==> src/rtl/ptw_req_arbiter_pkg.sv <==
// Shared types for the ITLB/DTLB page-table-walker arbiter: FSM states,
// request source encoding and the TLB update record returned by the walker.
package ptw_req_arbiter_pkg;

  typedef enum logic [1:0] {
    IDLE  = 2'd0,
    REQ   = 2'd1,
    WALK  = 2'd2,
    DRAIN = 2'd3
  } ptw_arb_state_e;

  typedef enum logic {
    SRC_ITLB = 1'b0,
    SRC_DTLB = 1'b1
  } ptw_src_e;

  typedef struct packed {
    logic        valid;
    logic        is_2m;
    logic        is_1g;
    logic [26:0] vpn;
    logic [15:0] asid;
    logic [63:0] content;
  } tlb_update_t;

  localparam logic [31:0] PERF_MAX = 32'hFFFF_FFFF;

  // Event counters hold at all-ones instead of wrapping.
  function automatic logic [31:0] sat_inc(input logic [31:0] v);
    return (v == PERF_MAX) ? v : v + 32'd1;
  endfunction

endpackage

==> src/rtl/ptw_req_arbiter.sv <==
// Round-robin arbiter sharing one SV39 walker between the ITLB and DTLB, with
// flush-safe result routing. Optional event counters behind PTW_ARB_PERF_EN.
module ptw_req_arbiter
  import ptw_req_arbiter_pkg::*;
#(
  parameter int unsigned ASID_WIDTH  = 1,
  parameter int unsigned VADDR_WIDTH = 64
) (
  input  logic                   clk_i,
  input  logic                   rst_i,
  input  logic                   flush_i,
  input  logic                   itlb_req_i,
  input  logic [VADDR_WIDTH-1:0] itlb_vaddr_i,
  input  logic [ASID_WIDTH-1:0]  itlb_asid_i,
  output logic                   itlb_gnt_o,
  input  logic                   dtlb_req_i,
  input  logic [VADDR_WIDTH-1:0] dtlb_vaddr_i,
  input  logic [ASID_WIDTH-1:0]  dtlb_asid_i,
  output logic                   dtlb_gnt_o,
  output logic                   ptw_req_o,
  output logic [VADDR_WIDTH-1:0] ptw_vaddr_o,
  output logic [ASID_WIDTH-1:0]  ptw_asid_o,
  input  logic                   ptw_ready_i,
  input  logic                   ptw_done_i,
  input  tlb_update_t            ptw_update_i,
  input  logic                   ptw_error_i,
  output tlb_update_t            itlb_update_o,
  output tlb_update_t            dtlb_update_o,
  output logic                   itlb_error_o,
  output logic                   dtlb_error_o,
  output logic                   busy_o
`ifdef PTW_ARB_PERF_EN
  ,
  output logic [31:0]            perf_itlb_walks_o,
  output logic [31:0]            perf_dtlb_walks_o,
  output logic [31:0]            perf_flush_aborts_o
`endif
);

  ptw_arb_state_e         state_q, state_d;
  ptw_src_e               src_q, src_d;
  ptw_src_e               last_q, last_d;
  ptw_src_e               win;
  logic [VADDR_WIDTH-1:0] vaddr_q, vaddr_d;
  logic [ASID_WIDTH-1:0]  asid_q, asid_d;

  always_ff @(posedge clk_i) begin
    if (rst_i) begin
      state_q <= IDLE;
      src_q   <= SRC_ITLB;
      last_q  <= SRC_DTLB;
      vaddr_q <= '0;
      asid_q  <= '0;
    end else begin
      state_q <= state_d;
      src_q   <= src_d;
      last_q  <= last_d;
      vaddr_q <= vaddr_d;
      asid_q  <= asid_d;
    end
  end

  always_comb begin
    state_d       = state_q;
    src_d         = src_q;
    last_d        = last_q;
    vaddr_d       = vaddr_q;
    asid_d        = asid_q;
    win           = SRC_ITLB;
    itlb_gnt_o    = 1'b0;
    dtlb_gnt_o    = 1'b0;
    itlb_update_o = '0;
    dtlb_update_o = '0;
    itlb_error_o  = 1'b0;
    dtlb_error_o  = 1'b0;

    if (itlb_req_i && dtlb_req_i) begin
      win = (last_q == SRC_ITLB) ? SRC_DTLB : SRC_ITLB;
    end else if (dtlb_req_i) begin
      win = SRC_DTLB;
    end

    unique case (state_q)
      IDLE: begin
        if (!flush_i && (itlb_req_i || dtlb_req_i)) begin
          src_d   = win;
          vaddr_d = (win == SRC_DTLB) ? dtlb_vaddr_i : itlb_vaddr_i;
          asid_d  = (win == SRC_DTLB) ? dtlb_asid_i : itlb_asid_i;
          state_d = REQ;
        end
      end
      REQ: begin
        // A done pulse here is a walker protocol error and is not acted on.
        if (flush_i) begin
          state_d = IDLE;
        end else if (ptw_ready_i) begin
          itlb_gnt_o = (src_q == SRC_ITLB);
          dtlb_gnt_o = (src_q == SRC_DTLB);
          last_d     = src_q;
          state_d    = WALK;
        end
      end
      WALK: begin
        if (ptw_done_i) begin
          state_d = IDLE;
          if (!flush_i) begin
            if (src_q == SRC_ITLB) begin
              itlb_update_o = ptw_update_i;
              itlb_error_o  = ptw_error_i;
            end else begin
              dtlb_update_o = ptw_update_i;
              dtlb_error_o  = ptw_error_i;
            end
          end
        end else if (flush_i) begin
          state_d = DRAIN;
        end
      end
      DRAIN: begin
        if (ptw_done_i) begin
          state_d = IDLE;
        end
      end
      default: state_d = IDLE;
    endcase

    // Reset wins over anything the current state would emit this cycle.
    if (rst_i) begin
      itlb_gnt_o    = 1'b0;
      dtlb_gnt_o    = 1'b0;
      itlb_update_o = '0;
      dtlb_update_o = '0;
      itlb_error_o  = 1'b0;
      dtlb_error_o  = 1'b0;
    end
  end

  assign ptw_req_o   = (state_q == REQ) && !rst_i;
  assign ptw_vaddr_o = vaddr_q;
  assign ptw_asid_o  = asid_q;
  assign busy_o      = (state_q != IDLE) && !rst_i;

`ifdef PTW_ARB_PERF_EN
  logic abort;

  // Aborted requests and every discarded walk result count as flush aborts.
  assign abort = ((state_q == REQ) && flush_i) ||
                 ((state_q == WALK) && flush_i && ptw_done_i) ||
                 ((state_q == DRAIN) && ptw_done_i);

  always_ff @(posedge clk_i) begin
    if (rst_i) begin
      perf_itlb_walks_o   <= '0;
      perf_dtlb_walks_o   <= '0;
      perf_flush_aborts_o <= '0;
    end else begin
      if (itlb_gnt_o) perf_itlb_walks_o <= sat_inc(perf_itlb_walks_o);
      if (dtlb_gnt_o) perf_dtlb_walks_o <= sat_inc(perf_dtlb_walks_o);
      if (abort)      perf_flush_aborts_o <= sat_inc(perf_flush_aborts_o);
    end
  end
`endif

endmodule

==> config.mk <==
export PLATFORM = sky130hd
export DESIGN_NAME = ptw_req_arbiter
export DESIGN_NICKNAME = d
export VERILOG_FILES = /design/src/rtl/ptw_req_arbiter_pkg.sv /design/src/rtl/ptw_req_arbiter.sv
export SDC_FILE = /design/constraint.sdc
export NUM_CORES = 1
export LEC_CHECK = 0
export CAP_MARGIN = 20
export CORE_AREA = 4 4 207 209
export DETAILED_ROUTE_END_ITERATION = 16
export DIE_AREA = 0 0 211 213
export DONT_BUFFER_PORTS = 1
export GPL_ROUTABILITY_DRIVEN = 0
export PLACE_DENSITY = 0.35
export SETUP_SLACK_MARGIN = 0.5
export SLEW_MARGIN = 20
export SYNTH_ARGS = -nofsm -noshare
export SYNTH_HDL_FRONTEND = slang
export SYNTH_SLANG_ARGS = --single-unit
==> constraint.sdc <==
create_clock -name clk_i -period 1.9 [get_ports clk_i]
set_clock_uncertainty 0.2 [all_clocks]
set_input_delay 0.285 -clock clk_i [delete_from_list [all_inputs] [get_ports clk_i]]
set_output_delay 0.285 -clock clk_i [all_outputs]
set_load 0.02 [all_outputs]
; ---- Word-level counts from Yosys, hierarchy flattened
; Cells that the tools add are included.
[totals]
input_bits = 248
output_inout_bits = 291
reg_bits = 69
[op_classes]
eq_ne = 7
n_mux = 40
reduce_logical = 12
bitwise = 2
[ops]
columns = cell, count
row1 = $mux W110, 10
row2 = $mux W64, 1
row3 = $mux W1, 22
row4 = $mux W2, 6
row5 = $pmux W2 S4, 1
row6 = $ne A3 B3 Y1 const B, 2
row7 = $eq A2 B2 Y1 const B, 2
row8 = $logic_and A1 B1 Y1, 4
row9 = $ne A2 B2 Y1 const B, 2
row10 = $reduce_and A4 Y1, 1
row11 = $reduce_and A3 Y1, 1
row12 = $eq A2 B1 Y1 const B, 1
row13 = $logic_not A1 Y1, 2
row14 = $logic_not A2 Y1, 1
row15 = $not A1 Y1, 2
row16 = $reduce_and A2 Y1, 1
row17 = $reduce_bool A2 Y1, 1
row18 = $logic_or A1 B1 Y1, 1

; ---- Depth between registers and ports, before layout
; Gate-level depths: netlist of the first run.
[depth]
ltp_word = 5
ltp_mapped = 5
depth_no_buf = 3

; ---- Worst setup path after synthesis of the first run
; OpenSTA, ideal clock, no wires.
[synth_path]
path_kind = register to output
startpoint = reg state_q[0]
endpoint = out dtlb_update_o[100] in the netlist's numbering
path_stages_with_launch = 6
arrival_time_ns = 1.350
setup_slack_ns = 0.065
cell_sequence = dfxtp_1 nor2_1 and3_1 buf_2 clkbuf_1 and3_1
[synth_rtl]
columns = element, line_no
row1 = "start, declared", ptw_req_arbiter.sv:40  ; ptw_arb_state_e state_q, state_d;
row2 = "start signal, assigned", ptw_req_arbiter.sv:55  ; state_q <= state_d;
row3 = "end, declared", ptw_req_arbiter.sv:28  ; output tlb_update_t dtlb_update_o,

==> out/results.txt, run 1 <==
DP Cell Count -> 1,098
Worst skew pair latency -> 0.35 ns
Largest area contributor in the netlist -> and3_1
Input/output buffers -> 0
CP Capture Type -> output pin
Power per cell area -> 524 nW/µm²
Worst Setup Path Type -> reg -> out
Busiest layer in global routing -> met2
CP max-delay cell -> dfxtp_4
Setup slack, reg-to-reg -> -0.03 ns
Sequential area share after synthesis -> 29.4%
Post-DRT Antenna Nets -> 0
Initial antenna violation count -> 4
Initial Util -> 11.5%
Combinational power share -> 20.9%
Mapped Area -> 4700 µm²
Clock share of power -> 38.5%
Reg-to-Reg End -> ptw_vaddr_o[46]
CP bufs+invs -> 2
Overflow left after global routing -> 0
Post-synth top area share -> 29.8%
Least-Margin Pin Slew -> 0.908 ns
Top_reg_cell synth -> dfxtp_1
GRT Resource Usage Total -> 12.2%
Die area -> 44,900 µm²
Cell family with most CP delay -> simple AND/OR/NAND/NOR gates
Via-to-Cell Ratio -> 4.43
Failing checks -> hold timing, setup timing
First-pass GRT wire length -> 40,300 µm
Reg2Reg Depth -> 4
Initial DRC count -> 292
Status -> complete, but fails checks
Rows -> 74
Worst vdd rail ir drop -> 0.529 mV
EDFF count, synth -> 0
Syn Area/Cell -> 7.86 µm²
Core area -> 40,800 µm²
Detailed placement HPWL -> 23,600 µm
RSZ-0062 raised after global routing -> true
Pre-antenna DRT Iters -> 4
Via count -> 5,641
Height of the chip -> 213 µm
Synth unique cells -> 24
Final WL -> 31,900 µm
M2 GR Usage -> 22.2%
CTS root buffer -> clkbuf_16
Maximum buffer depth of the clock tree -> 2
Layout cells sized above 1 -> 52.6%
Vias in the first global route -> 5,521
WP data arrival -> 1.62 ns
Rel. slew slack -> 39.3%
Worst path cell trace -> nor2_4, and3_4, clkbuf_16, buf_16, and3_4
Switching fraction of total power -> 30.7%
GR Util met3 -> 4.07%
Largest net degree at the start of global routing -> 76
Top-Level Pins -> 539
Met1 usage -> 13.1%
Drt wl/cell -> 25.0 µm
Post-route worst setup slack -> -0.205 ns
Slew Limit Fails -> 0
Async set-reset flop share out of synthesis -> 0%
Synth Instances -> 598
Hold Path Cell Cnt -> 2
Max incr delay on CP -> 0.35 ns
Filler cells -> 4,407
Pleak -> 3.23 nW
Worst hold slack -> -0.0766 ns
H-tree levels -> 3
Max-cap violation count -> 0
Register bit total from synthesis -> 69
Area grow syn2layout -> 91.7%
Area contributors post-synth -> and3_1, dfxtp_1, o221a_2
Final hold vios -> 2
CTS tree -> built
Cell mode on critical path -> and3_4
Post-place setup slack -> 0.0213 ns
Internal -> 3.27 mW
Setup violators final -> 247
Min Tclk post-route -> 2.10 ns
Period utilization -> 111%
Post-Layout Cell Count -> 1,274
CP Launch Type -> flip-flop
Post-Syn Nets -> 846
Hold_sp -> dtlb_req_i
Num Clock Sinks -> 69
Worst Hold Path EP -> src_q
Worst-path clk slew -> 0.06 ns
CTS Buf Count -> 9
CP Data Required Time -> 1.41 ns
Hold Crit Class -> in -> reg
Nets@finish -> 979
Yosys warning count -> 0
CP max FO -> 14
Worst r2r src -> state_q[1]
Die Width -> 211 µm
FMAX -> 0.475 GHz
Flop pwr share -> 40.6%
Sw Pwr -> 1.45 mW
DRC errors left -> 0
layout by cell type (no fill, tap or decap), types with 2 or more instances in the layout:
master / count
buf_16: 4
buf_4: 28
nor2_1: 2
o221a_1: 22
a21oi_1: 2
buf_8: 13
dfxtp_1: 66
nand3_2: 2
clkbuf_16: 16
clkbuf_8: 3
nand2b_1: 2
inv_4: 2
dfxtp_4: 2
o22ai_2: 15
o22ai_1: 51
dlygate4sd3_1: 133
inv_1: 65
buf_6: 6
nor3_4: 2
buf_12: 13
a211o_1: 2
and3_4: 226
o221a_2: 43
clkinv_4: 2
diode_2: 6
cells in the mapped netlist (all sizes together) (2+ instances only):
cell / instances
and3: 224
dfxtp: 69
inv: 66
o22ai: 66
o221a: 65
clkbuf: 59
buf: 25
nor2: 4
nor3: 4
a211o: 2
a21oi: 2
nand2b: 2
nand3: 2
nor2b: 2
worst max path at each step:
| stage | from | to | depth (start not counted) |
|---|---|---|---|
| after floorplan | state_q[0] | dtlb_update_o[100] | 5 |
| after global placement | state_q[0] | itlb_update_o[24] | 4 |
| after detailed placement | state_q[0] | itlb_update_o[62] | 4 |
| after CTS | state_q[0] | dtlb_update_o[51] | 5 |
| after global routing | state_q[0] | dtlb_update_o[29] | 5 |
| final | state_q[0] | dtlb_update_o[29] | 5 |
power by group through the flow:
stage / sequential (mW) / combinational [mW] / clock [mW]
after floorplan: 1.89 / 0.561 / 0
after global placement: 1.95 / 0.647 / 0
after detailed placement: 1.94 / 0.657 / 0
after CTS: 1.92 / 0.895 / 1.92
after global routing: 1.93 / 1.06 / 1.92
final: 1.91 / 0.986 / 1.82
worst register-to-register path, delay by kind of cell, from the launching register on:
| kind | cells | cell delay [ns] |
|---|---|---|
| buf+inv | 1 | 0.20 |
| compound gates | 2 | 0.56 |
| flops | 1 | 0.38 |
| simple gates | 1 | 0.53 |
registers in the layout, summed over array words and instances (netlist names):
signal / count
last_q: 1
ptw_asid_o: 1
ptw_vaddr_o: 64
src_q: 1
state_q: 2
area by class of cell:
cell class                      count  area [µm²]  area share, %
Multi-Input combinational cell    381        4020           44.6
Timing Repair Buffer              204        2350           26.1
Sequential cell                    69        1390           15.4
Tap cell                          532         666           7.39
Clock buffer                       12         267           2.96
Inverter                           66         250           2.78
Clock inverter                      4        53.8          0.597
Antenna cell                        6        15.0          0.167
logic make-up (layout without fill, tap and decap cells):
family,count (synthesis),after routing,share of synthesized area (%)
AOI/OAI and AO/OA,137,137,25.3
buffers and inverters,150,286,13.3
DFF,69,69,29.4
other,0,6,0
and+or+nand+nor,242,244,32.0
what timing repair did:
action,4_1_cts,5_1_grt
setup buffers,6,3
endpoints found under the setup margin,294,294
hold buffers,130,4
hold endpoints to repair,69,24
gates resized for setup,13,45
gates cloned,2,9
pin swaps,7,36
routing by layer:
| metal | part of all wire (%) | wire length [µm] |
|---|---|---|
| met5 | 0.041 | 13 |
| met4 | 3.0 | 944 |
| met3 | 8.9 | 2840 |
| met2 | 52 | 16400 |
| met1 | 36 | 11600 |
through the flow:
stage / instance area (µm²) / hold WS [ns] / total power, mW / util, % / TNS [ns]
after floorplan: 6240 / 0.249 / 2.45 / - / 0
after global placement: 6720 / 0.157 / 2.60 / 16.5 / 0
after detailed placement: 6720 / 0.157 / 2.60 / 16.5 / 0
after CTS: 8510 / -0.246 / 4.73 / 20.8 / -47.52
after global routing: 9010 / -0.0900 / 4.92 / 22.1 / -48.39
final: 9010 / -0.0766 / 4.72 / 22.1 / -30.89
No activity file was read; power rests on OpenSTA's default activity.
==> run 2, diff against run 1 <==
- ABC_AREA: not set -> 1
- CORE_AREA: 4 4 207 209 -> 4 4 208 210
- DIE_AREA: 0 0 211 213 -> 0 0 212 214
- PLACE_DENSITY: 0.35 -> 0.39
==> run 2 against run 1 <==
Net effect: the run still ends with hold timing, setup timing left; cell area grew 27%; global-route usage grew 1.9 points; sequential power grew 8%; flip-flop and latch count is the same; clock power shrank 3%; largest cell class unchanged.
==> out/results.txt, run 2 <==
Largest area contributor in the netlist -> nor3_2 (was and3_1)
CTS Buf Count -> 9 (unchanged)
Worst hold slack -> -0.198 ns (was -0.0766 ns)
Synth Instances -> 866 (was 598)
Largest net degree at the start of global routing -> 76 (unchanged)
CTS root buffer -> clkbuf_16 (unchanged)
Status -> complete, but fails checks (unchanged)
Post-DRT Antenna Nets -> 0 (unchanged)
WP data arrival -> 1.77 ns (was 1.62 ns)
Overflow left after global routing -> 0 (unchanged)
Synth Area in Adders -> 0% (unchanged)
Nets@finish -> 1,259 (was 979)
Worst skew pair latency -> 0.34 ns (was 0.35 ns)
Initial Util -> 15.4% (was 11.5%)
Area contributors post-synth -> nor3_2, dfxtp_1, inv_1 (was and3_1, dfxtp_1, o221a_2)
RSZ-0062 raised after global routing -> true (unchanged)
First-pass GRT wire length -> 47,900 µm (was 40,300 µm)
CTS Hold Bufs -> 1 (was 130)
Mapped Area -> 6390 µm² (was 4700 µm²)
H-tree levels -> 3 (unchanged)
Hold Crit Class -> in -> reg (unchanged)
Setup violators final -> 232 (was 247)
Via count -> 6,704 (was 5,641)
Power per cell area -> 630 nW/µm² (was 524 nW/µm²)
Number of flip-flops under the largest register name -> 64 (unchanged)
Least-Margin Pin Slew -> 0.792 ns (was 0.908 ns)
CP max FO -> 7 (was 14)
Failing checks -> hold timing, setup timing (unchanged)
Most frequent cells in the layout -> inv_1, nor3_4, nand2_1 (was and3_4, dlygate4sd3_1, dfxtp_1)
Synth Area in Compound Gates -> 16.6% (was 25.3%)
Final WL -> 34,800 µm (was 31,900 µm)
Top_reg_cell synth -> dfxtp_1 (unchanged)
CP Capture Type -> output pin (unchanged)
EDFF count, synth -> 0 (unchanged)
Min Tclk post-route -> 2.26 ns (was 2.10 ns)
Core area -> 41,600 µm² (was 40,800 µm²)
Sequential area share after synthesis -> 21.6% (was 29.4%)
Async set-reset flop share out of synthesis -> 0% (unchanged)
Period utilization -> 119% (was 111%)
List of most frequent post-synthesis cells -> inv_1, nor3_2, nand2_1 (was and3_1, dfxtp_1, inv_1, o22ai_1, clkbuf_1)
Drt wl/cell -> 22.3 µm (was 25.0 µm)
Commonest non-fill, non-tap cell in the layout -> inv_1 (was and3_4)
Initial antenna violation count -> 18 (was 4)
Worst-path clk slew -> 0.07 ns (was 0.06 ns)
Post-synth top area share -> 28.2% (was 29.8%)
Combinational family with the most area after synthesis -> simple AND/OR/NAND/NOR gates (unchanged)
CP Launch Type -> flip-flop (unchanged)
Syn Area/Cell -> 7.37 µm² (was 7.86 µm²)
Simple-gate share of the synthesized area -> 41.8% (was 32.0%)
Rel. slew slack -> 47.2% (was 39.3%)
Final hold vios -> 65 (was 2)
Count leader, synth -> inv_1 (was and3_1)
Maximum buffer depth of the clock tree -> 2 (unchanged)
Worst Setup Path Type -> reg -> out (unchanged)
FMAX -> 0.443 GHz (was 0.475 GHz)
Num Clock Sinks -> 69 (unchanged)
Post-Synth XOR/XNOR Area -> 0% (unchanged)
DRC errors left -> 0 (unchanged)
Pleak -> 5.16 nW (was 3.23 nW)
Yosys warning count -> 0 (unchanged)
GRT Resource Usage Total -> 14.1% (was 12.2%)
Pre-antenna DRT Iters -> 4 (unchanged)
Via-to-Cell Ratio -> 4.29 (was 4.43)
Post-Syn Nets -> 1,114 (was 846)
Area grow syn2layout -> 79.3% (was 91.7%)
Initial DRC count -> 265 (was 292)
Worst vdd rail ir drop -> 0.848 mV (was 0.529 mV)
Mux cell area share after synthesis -> 0% (unchanged)
Synth unique cells -> 25 (was 24)
Die Width -> 212 µm (was 211 µm)
Register bit total from synthesis -> 69 (unchanged)
Rows -> 75 (was 74)
Detailed placement HPWL -> 26,700 µm (was 23,600 µm)
Overall Power -> 7.21 mW (was 4.72 mW)
Max-cap violation count -> 0 (unchanged)
Height of the chip -> 214 µm (was 213 µm)
Slew Limit Fails -> 0 (unchanged)
Layout cells sized above 1 -> 58.8% (was 52.6%)
CP Data Required Time -> 1.41 ns (about the same)
Input/output buffers -> 0 (unchanged)
CTS tree -> built (unchanged)
Die area -> 45,400 µm² (was 44,900 µm²)
Vias in the first global route -> 6,755 (was 5,521)
Top-Level Pins -> 539 (unchanged)
Post-route worst setup slack -> -0.358 ns (was -0.205 ns)
==> run 2: routing by layer <==
| metal | wire (µm) | vias to the layer above | global-route usage (%) |
|---|---|---|---|
| met4 | 1280 | 0 | 5.42 |
| met5 | 0 | - | 0 |
| met3 | 3120 | 54 | 4.61 |
| met2 | 19100 | 385 | 26.5 |
| met1 | 11300 | 3135 | 14.2 |
| li1 | - | 3130 | - |
==> run 2: per-stage QoR <==
| step | TNS, ns | cell area (µm²) | util, % | worst slack, ns | std cells |
|---|---|---|---|---|---|
| finish | -62.20 | 11400 | 27.5 | -0.358 | 1564 |
| global route | -81.42 | 11400 | 27.5 | -0.442 | 1563 |
| CTS | -63.41 | 10200 | 24.6 | -0.349 | 1540 |
| detailed placement | 0 | 9030 | 21.7 | 0.0335 | 1486 |
| global placement | 0 | 9030 | 21.7 | 0.0520 | 1486 |
| floorplan | 0 | 7480 | - | 0.166 | 866 |
==> run 2: path summary, 6_finish.rpt <==
| check | start | to | slack (ns) | cells past startpoint |
|---|---|---|---|---|
| worst max register to register | state_q[1] | ptw_vaddr_o[33] | -0.03 | 11 |
| worst max-delay path | state_q[1] | itlb_update_o[30] | -0.36 | 8 |
| worst min register to register | last_q | last_q | 0.31 | 2 |
| worst min-delay path | rst_i | ptw_vaddr_o[60] | -0.20 | 1 |
==> run 2: timing repair <==
item / CTS / global route
endpoints found under the setup margin: 293 / 295
pin swaps: 23 / 36
setup buffers: 24 / 4
gates resized for setup: 94 / 209
cloned: 13 / 11
endpoints found under the hold margin: 69 / 65
==> run 2: final cells by class <==
type / count / area [µm²]
timing repair buffer: 217 / 2830
clock buffer: 9 / 225
multi-input combinational: 525 / 5460
tap: 539 / 674
timing repair inverter: 1 / 20.0
sequential: 69 / 1390
fill: 4427 / 30100
inverter: 188 / 742
antenna: 9 / 22.5
clock inverter: 7 / 81.3
==> run 2: cells by family (layout without fill, tap and decap cells) <==
logic type / after synthesis / in the layout
AO/OA/AOI/OAI: 136 / 136
buffers and inverters: 272 / 422
flip-flops: 69 / 69
other: 0 / 9
AND/OR/NAND/NOR: 389 / 389
==> run 2: where the power goes <==
group	total, mW	internal [mW]	switching, mW
clock network	1.77	1.04	0.734
logic	3.37	1.51	1.86
registers	2.07	1.65	0.421
==> run 2: worst max-delay path: stages (launching register included) <==
cell and delay (ns):
dfxtp_4 0.36, inv_4 0.04, nor2_4 0.10, nand3b_1 0.10, buf_6 0.16, buf_12 0.16, buf_16 0.17, nor3_4 0.18
buf_6 0.14
==> run 3, diff against run 2 <==
- CORE_AREA: 4 4 208 210 -> 4 4 206 208
- DIE_AREA: 0 0 212 214 -> 0 0 210 212
- MAX_ROUTING_LAYER: not set -> met4
==> run 3 against run 2 <==
Net effect: the flow still finishes with violations (hold timing, setup timing); global-route usage fell by 1.9 points; sequential power fell by 2%; critical path type unchanged; setup slack improved by 0.047 ns; critical endpoint is now itlb_update_o[61]; register-to-register slack improved by 0.07 ns; clock power fell by 5%.
==> out/results.txt, run 3 (same netlist as run 2, synthesis figures left out) <==
Height of the chip -> 212 µm (was 214 µm)
Most frequent cells in the layout -> inv_1, nand2_1, buf_4 (was inv_1, nor3_4, nand2_1)
CTS Hold Bufs -> 1 (unchanged)
Cell area after layout -> 9660 µm² (was 11,400 µm²)
Post-Layout Cell Count -> 1,506 (was 1,564)
Number of flip-flops under the largest register name -> 64 (unchanged)
Layout cells sized above 1 -> 49.1% (was 58.8%)
WP data arrival -> 1.73 ns (was 1.77 ns)
GR Util met3 -> 3.72% (was 4.61%)
Commonest non-fill, non-tap cell in the layout -> inv_1 (unchanged)
Final hold vios -> 66 (was 65)
Drt wl/cell -> 18.9 µm (was 22.3 µm)
Detailed placement HPWL -> 23,500 µm (was 26,700 µm)
DRC errors left -> 0 (unchanged)
CP max FO -> 18 (was 7)
Initial Util -> 15.7% (was 15.4%)
Power per cell area -> 596 nW/µm² (was 630 nW/µm²)
Least-Margin Pin Slew -> 0.504 ns (was 0.792 ns)
Filler cells -> 4,414 (was 4,427)
Worst vdd rail ir drop -> 0.647 mV (was 0.848 mV)
Nets@finish -> 1,215 (was 1,259)
Max-cap violation count -> 0 (unchanged)
Hold Crit Class -> in -> reg (unchanged)
Internal -> 3.35 mW (was 4.20 mW)
Worst skew pair latency -> 0.35 ns (was 0.34 ns)
Die area -> 44,500 µm² (was 45,400 µm²)
Rows -> 74 (was 75)
CP Data Required Time -> 1.41 ns (about the same)
Status -> complete, but fails checks (unchanged)
Post-route worst setup slack -> -0.311 ns (was -0.358 ns)
Busiest layer in global routing -> met2 (unchanged)
Slew Limit Fails -> 0 (unchanged)
Pre-antenna DRT Iters -> 4 (unchanged)
Overall Power -> 5.76 mW (was 7.21 mW)
CTS Buf Count -> 9 (unchanged)
Die Width -> 210 µm (was 212 µm)
Worst hold slack -> -0.212 ns (was -0.198 ns)
M2 GR Usage -> 22.1% (was 26.5%)
Num Clock Sinks -> 69 (unchanged)
Clock share of power -> 29.2% (was 24.6%)
CTS root buffer -> clkbuf_16 (unchanged)
Vias in the first global route -> 6,146 (was 6,755)
Maximum buffer depth of the clock tree -> 2 (unchanged)
Worst path cell trace -> inv_4, nor2_4, nand3b_1, buf_12, buf_12, nor3_4, buf_6 (was inv_4, nor2_4, nand3b_1, buf_6, buf_12, buf_16, nor3_4, buf_6)
Area grow syn2layout -> 51.3% (was 79.3%)
FMAX -> 0.452 GHz (was 0.443 GHz)
Met1 usage -> 12.3% (was 14.2%)
Period utilization -> 116% (was 119%)
Overflow left after global routing -> 0 (unchanged)
CP Capture Type -> output pin (unchanged)
Failing checks -> hold timing, setup timing (unchanged)
Input/output buffers -> 0 (unchanged)
CP Launch Type -> flip-flop (unchanged)
Rel. slew slack -> 66.4% (was 47.2%)
CTS tree -> built (unchanged)
Flop pwr share -> 35.2% (was 28.7%)
Setup violators final -> 223 (was 232)
Final WL -> 28,500 µm (was 34,800 µm)
Min Tclk post-route -> 2.21 ns (was 2.26 ns)
Initial DRC count -> 284 (was 265)
Top-Level Pins -> 539 (unchanged)
Core area -> 40,600 µm² (was 41,600 µm²)
DP Cell Count -> 1,475 (was 1,486)
CP max-delay cell -> dfxtp_4 (unchanged)
Combinational power share -> 35.6% (was 46.7%)
H-tree levels -> 3 (unchanged)
Worst-path clk slew -> 0.06 ns (was 0.07 ns)
Worst Setup Path Type -> reg -> out (unchanged)
RSZ-0062 raised after global routing -> true (unchanged)
Switching fraction of total power -> 41.9% (was 41.8%)
Max incr delay on CP -> 0.36 ns (about the same)
Via count -> 6,277 (was 6,704)
GRT Resource Usage Total -> 12.2% (was 14.1%)
Post-DRT Antenna Nets -> 0 (unchanged)
Cell mode on critical path -> buf_12 (was buf_6)
Via-to-Cell Ratio -> 4.17 (was 4.29)
Pleak -> 4.30 nW (was 5.16 nW)
Sw Pwr -> 2.41 mW (was 3.01 mW)
Largest net degree at the start of global routing -> 71 (was 76)
DP Area -> 8950 µm² (was 9030 µm²)
First-pass GRT wire length -> 40,000 µm (was 47,900 µm)
Initial antenna violation count -> 4 (was 18)
Post-place setup slack -> -0.0389 ns (was 0.0335 ns)
run 3: power groups by stage:
stage	combinational (mW)	clock, mW	sequential (mW)
final	2.05	1.68	2.03
after CTS	2.02	1.75	2.03
after global placement	1.97	0	2.07
after global routing	2.24	1.81	2.06
after floorplan	1.58	0	2.00
after detailed placement	1.97	0	2.06
run 3: cell type report:
class	instances	area, µm²	share of cell area (%)
Clock buffer	11	264	2.73
Timing Repair Buffer	174	1820	18.9
Clock inverter	4	30.0	0.311
Inverter	188	716	7.41
Sequential cell	69	1390	14.4
Multi-Input combinational cell	525	4770	49.3
Tap cell	532	666	6.89
Antenna cell	3	7.51	0.0777
run 3: worst paths after layout:
kind,startpoint,endpoint,slack [ns],cells after the start
worst max-delay path,state_q[1],itlb_update_o[61],-0.31,7
worst min-delay path,rst_i,ptw_vaddr_o[40],-0.21,1
worst max register to register,state_q[0],ptw_vaddr_o[37],0.04,8
worst min register to register,last_q,last_q,0.33,2
run 3: metal layers:
layer / part of all wire, % / vias to the layer above
met5: 0 / -
met4: 2.2 / 0
met3: 8.5 / 28
met2: 54 / 359
met1: 35 / 2879
li1: - / 3011
run 3: worst max-delay path: cells and delay by family (launching register included):
kind | cells | cell delay, ns
buffers and inverters | 4 | 0.57
and+or+nand+nor | 3 | 0.43
DFF | 1 | 0.36
run 3: per-stage QoR:
stage | hold WS (ns) | TNS, ns | utilization [%]
after floorplan | 0.229 | 0 | -
after global placement | 0.163 | -0.00213 | 22.1
after detailed placement | 0.163 | -0.0797 | 22.1
after CTS | -0.234 | -56.52 | 23.4
after global routing | -0.230 | -71.93 | 23.8
final | -0.212 | -48.54 | 23.8
run 3: repair_timing:
item                                   4_1_cts  5_1_grt
setup buffers                                2        2
cloned                                       4        4
resized for setup                           23       15
pin swaps                                    5        4
endpoints found under the hold margin       69       66
setup endpoints to repair                  296      298
